**config.mk**
```make
export PLATFORM = sky130hd
export DESIGN_NAME = mdio_peripheral
export DESIGN_NICKNAME = d
export VERILOG_FILES = /design/src/rtl/mdio_peripheral.sv
export SDC_FILE = /design/constraint.sdc
export NUM_CORES = 1
export LEC_CHECK = 0
export ABC_CLOCK_PERIOD_IN_PS = 4800
export BUFFER_PORTS_ARGS = -buffer_cell sky130_fd_sc_hd__buf_2
export CORE_MARGIN = 5
export CORE_UTILIZATION = 40
export DETAILED_ROUTE_END_ITERATION = 12
export GPL_ROUTABILITY_DRIVEN = 0
export GPL_TIMING_DRIVEN = 0
export PLACE_DENSITY_LB_ADDON = 0.3
export RECOVER_POWER = 25
export SLEW_MARGIN = 20
export SYNTH_ARGS = -nofsm -noshare
export SYNTH_HDL_FRONTEND = slang
export SYNTH_SLANG_ARGS = --single-unit
```
**constraint.sdc**
```tcl
create_clock -name clk -period 4.8 [get_ports clk]
set_input_delay 0.48 -clock clk [delete_from_list [all_inputs] [get_ports clk]]
set_output_delay 0.48 -clock clk [all_outputs]
set_load 0.005 [all_outputs]
```
**src/rtl/mdio_peripheral.sv**
```systemverilog
// mdio_peripheral: MDIO register-access slave; define MDIO_PREAMBLE_SUPPRESS_EN to accept ST after a single preamble 1
module mdio_peripheral #(
  parameter logic [4:0] PHY_ADDR = 5'd1
) (
  input  logic        clk,
  input  logic        reset,
  input  logic        mdc,
  input  logic        mdio_out,
  output logic        mdio_in,
  output logic        mdio_oe,
  output logic [4:0]  addr,
  output logic [15:0] wr_data,
  output logic        wr_stb,
  input  logic [15:0] rd_data
);
  typedef enum logic [2:0] {IDLE, START, OP, PHYAD, REGAD, TA, WR_DATA, RD_DATA} state_t;
  state_t      state, state_n;
  logic        mdc_q, rise, fall, pre_ok, rd, rd_n, oe_n, in_n, stb_n;
  logic [5:0]  cnt, cnt_n;
  logic [4:0]  bits, bits_n, sh5, sh5_n, sh5_nx, addr_n;
  logic [15:0] sh, sh_n, wd_n;
  assign rise   = mdc & ~mdc_q;
  assign fall   = ~mdc & mdc_q;
  assign sh5_nx = {sh5[3:0], mdio_out};
`ifdef MDIO_PREAMBLE_SUPPRESS_EN
  assign pre_ok = cnt != 6'd0;
`else
  assign pre_ok = cnt == 6'd32;
`endif
  // frame decode on MDC rises, read-data drive on MDC falls
  always_comb begin
    state_n = state;
    cnt_n   = cnt;
    bits_n  = bits;
    sh5_n   = sh5;
    addr_n  = addr;
    wd_n    = wr_data;
    rd_n    = rd;
    sh_n    = sh;
    oe_n    = mdio_oe;
    in_n    = mdio_in;
    stb_n   = 1'b0;
    if (rise) begin
      bits_n = bits + 5'd1;
      case (state)
        IDLE: begin
          bits_n  = 5'd0;
          cnt_n   = !mdio_out ? 6'd0 : cnt == 6'd32 ? cnt : cnt + 6'd1;
          state_n = (!mdio_out && pre_ok) ? START : IDLE;
        end
        START: begin
          bits_n  = 5'd0;
          state_n = mdio_out ? OP : IDLE;
        end
        OP: begin
          rd_n = bits == 5'd0 ? mdio_out : rd;
          if (bits == 5'd1) begin
            bits_n  = 5'd0;
            state_n = rd != mdio_out ? PHYAD : IDLE;
          end
        end
        PHYAD: begin
          sh5_n = sh5_nx;
          if (bits == 5'd4) begin
            bits_n  = 5'd0;
            state_n = sh5_nx == PHY_ADDR ? REGAD : IDLE;
          end
        end
        REGAD: begin
          sh5_n = sh5_nx;
          if (bits == 5'd4) begin
            bits_n  = 5'd0;
            addr_n  = sh5_nx;
            sh_n    = rd ? rd_data : sh;
            state_n = TA;
          end
        end
        TA: begin
          if (bits == 5'd1) begin
            bits_n  = 5'd0;
            state_n = rd ? RD_DATA : !mdio_out ? WR_DATA : IDLE;
          end else if (!rd && !mdio_out) begin
            state_n = IDLE;
          end
        end
        WR_DATA: begin
          wd_n = {wr_data[14:0], mdio_out};
          if (bits == 5'd15) begin
            stb_n   = 1'b1;
            state_n = IDLE;
          end
        end
        RD_DATA: state_n = bits == 5'd15 ? IDLE : RD_DATA;
        default: state_n = IDLE;
      endcase
    end
    if (fall) begin
      oe_n = state == RD_DATA || (state == TA && rd && bits == 5'd1);
      in_n = state == RD_DATA && sh[15];
      sh_n = state == RD_DATA ? {sh[14:0], 1'b0} : sh;
    end
  end
  // state and output registers
  always_ff @(posedge clk) begin
    if (reset) begin
      state   <= IDLE;
      cnt     <= 6'd0;
      bits    <= 5'd0;
      sh5     <= 5'd0;
      mdc_q   <= 1'b0;
      rd      <= 1'b0;
      sh      <= 16'd0;
      mdio_oe <= 1'b0;
      mdio_in <= 1'b0;
      addr    <= 5'd0;
      wr_data <= 16'd0;
      wr_stb  <= 1'b0;
    end else begin
      state   <= state_n;
      cnt     <= cnt_n;
      bits    <= bits_n;
      sh5     <= sh5_n;
      mdc_q   <= mdc;
      rd      <= rd_n;
      sh      <= sh_n;
      mdio_oe <= oe_n;
      mdio_in <= in_n;
      addr    <= addr_n;
      wr_data <= wd_n;
      wr_stb  <= stb_n;
    end
  end
endmodule

```
==> results.md <==
- Status: finished, final reports clean
- First-pass GRT wire length: 10830 µm
- Max VDD drop: 118.6 µV
- Max Cap Viol: 0
- Syn Area/Cell: 9.234 µm²
- Tot GR Track Use: 0.1506
- Via/cell ratio: roughly 5.2
- # nets final: approximately 400
- Hold WS: 415.3 ps
- Detailed Routing Iterations Pass 1: 4
- Leak: 1.298 nW
- CP Cell Sequence: buf_2 -> clkbuf_1 -> inv_1 -> ha_1 -> nor4bb_1 -> o21ai_2 -> and3_4 -> a221oi_1
- Post-synth ARST share: 0
- Final period utilization: 0.4435
- Unrepaired setup endpoints after global routing: no
- Detail Placement HPWL: 4511 µm
- Req. time, crit path: ~5000 ps
- CP peak stage delay: 380 ps
- Post-route ant nets: 0
- Post-synthesis cell count: roughly 320
- Die H: 95.68 µm
- Critical path's top delay family: buffers and inverters
- Die width: 95.68 µm
- Vias: between 2000 and 2500
- I/O Pins: 44
- Worst R2R Setup Slack: 2840 ps
- H-tree depth: 3
- Clock Path Buffers: 2
- Die area: just over 9000 µm²
- Starting Density: 0.4070
- Final setup violation count: 0
- CP Capture Type: flip-flop
- Clock Pin Slew Worst Setup and Hold Paths: 60 ps
- IO Port Bufs: 42
- CTS sink cnt: 60
- Clock Skews: 10.46 ps
- ANT cells: 0
- Vias in the first global route: roughly 2400
- Critical path class: primary input to flip-flop
- Wire per inst: 13.65 µm
- Number of synthesized register bits: 60
- Initial DRC Count: 130
- Layout Utilization: 0.4785
- Worst slew margin: 0.5431
- Worst-path maximum fanout: 8
- Synth Flop Type: dfxtp_1
- Mapped cell area: 2937 µm²
- # DRC: 0
- Critical Path Slowest Stage Cell: nor4bb_1
- Layout Area Growth over Synthesis: 17.55%
- Fin. Hold Viols: 0
- Critical Path Start Type: primary input
- Post-synth EDFFs: 0
- Setup TNS: 0 ps
- Count of different cell masters after synthesis: around 60
- Syn Nets: ~350
- Std-Cell Rows: 31
- Seq/Total Area, Yosys: 0.4090
- Max Slew Vio Count: 0
- CTS tree: yes
- Arr. time, crit path: 2370 ps
- Cts hold-fix bufs: 0
- Share of cells above drive strength 1: 0.1968
- Fmax: 0.4698 GHz
- PwrDens: ~320 nW/µm²
- Number of synthesis warnings: 0
- Detailed-route wire length: 6482 µm
- Min-Delay Path Class: primary input to flip-flop
- Clk Latency, worst-skew pair: 330 ps
- Cts bufs inserted: 9
- Largest net degree at the start of global routing: 11
- Number of buffers and inverters on the critical path: 3
- Antenna violations before repair: 0
- Measured slew at the worst slew-check pin: ~700 ps
- Core Area: 7214 µm²
- Congestion Overflow GR: 0
- Root Buffer: clkbuf_8
- Postcts setup bufs: 0
- Fin crit period: 2129 ps
- Post-cts resize count: 0
layout by cell type, fill, tap and decap left out, drive strengths merged, types with 2 or more instances in the layout:
cell | netlist | layout
or2 | 2 | 2
nor3b | 3 | 3
nand2b | 2 | 2
clkbuf | 8 | 38
o31a | 2 | 2
nor2b | 2 | 2
nand3 | 3 | 3
buf | 14 | 38
a31oi | 3 | 3
mux2i | 29 | 29
nand4 | 6 | 6
dfxtp | 60 | 60
a221oi | 2 | 2
or4b | 2 | 2
nand2 | 39 | 39
a21oi | 32 | 32
and3 | 3 | 3
nor3 | 2 | 2
o21ai | 7 | 7
a211oi | 24 | 24
inv | 12 | 12
nor4b | 2 | 2
xor2 | 6 | 6
clkinv | 0 | 2
nor2 | 22 | 22
ha | 10 | 10
cells in the mapped netlist (3+ instances only):
| library cell | number | share of area |
|---|---|---|
| a211oi_2 | 11 | 0.047 |
| buf_2 | 6 | 0.010 |
| nor2_1 | 22 | 0.028 |
| o21ai_0 | 3 | 0.0051 |
| a21oi_1 | 32 | 0.055 |
| nand4_1 | 6 | 0.013 |
| clkbuf_1 | 8 | 0.010 |
| buf_4 | 4 | 0.010 |
| o21ai_1 | 3 | 0.0051 |
| inv_1 | 11 | 0.014 |
| ha_1 | 10 | 0.043 |
| a31oi_1 | 3 | 0.0064 |
| nand2_1 | 39 | 0.050 |
| nand3_1 | 3 | 0.0051 |
| a211oi_1 | 13 | 0.033 |
| xor2_1 | 6 | 0.018 |
| mux2i_1 | 29 | 0.099 |
| dfxtp_1 | 60 | 0.41 |
final cells by class:
class	count	area (µm²)
buffer	23	132.6
clock buffer	12	155.1
clock inverter	4	47.55
fill	729	3762
inverter	12	45.04
multi-input combinational	223	1558
sequential	60	1201
tap	99	123.9
timing repair buffer	42	188.9
state kept, by name, indices dropped and copies added (netlist names):
name / flops
rd: 1
bits: 5
addr: 5
sh5: 4
mdio_oe: 1
mdio_in: 1
state: 3
mdc_q: 1
cnt: 6
wr_stb: 1
wr_data: 16
sh: 16
where the power goes:
part           leakage (nW)  switching [mW]  internal, mW
combinational         0.710          0.0662        0.0478
clock                 0.102           0.196         0.266
sequential            0.485         0.00785         0.508
tightest hold or removal path: stages:
cell and delay [ps]:
buf_2 90, inv_1 50, nor2_1 80
logic make-up after synthesis:
logic type	count (synthesis)	synth area share
multiplexers	30	0.1027
adder cells (fa/ha/maj)	10	0.04261
buffers and inverters	35	0.06050
AO/OA/AOI/OAI	82	0.2011
XOR/XNOR	7	0.02088
AND/OR/NAND/NOR	94	0.1632
flip-flops	60	0.4090
metrics by stage:
step                power, mW  area, µm²  std cells  setup slack, ps
floorplan              0.6105       2937        318             2850
global placement       0.6377       3271        459             2436
detailed placement     0.6401       3271        459             2386
CTS                     1.101       3473        475             2738
global route            1.139       3452        475             2615
finish                  1.092       3452        475             2671
metal layers:
layer | vias up | wire [µm] | track usage | part of all wire
li1 | 1249 | - | - | -
met1 | 1159 | 3088 | 0.2010 | 0.48
met2 | 62 | 2942 | 0.2334 | 0.45
met3 | 10 | 352 | 0.04341 | 0.054
met4 | 0 | 98 | 0.04858 | 0.015
met5 | - | 0 | 0 | 0
path summary, 6_finish.rpt:
kind | start | end | cells after the start
hold reg to reg | wr_data[15] | wr_data[15] | 2
setup / recovery | mdio_out | state[1] | 8
hold / removal | mdc | mdc_q | 3
setup reg to reg | bits[0] | sh[8] | 8
No activity file was read; power rests on OpenSTA's default activity.
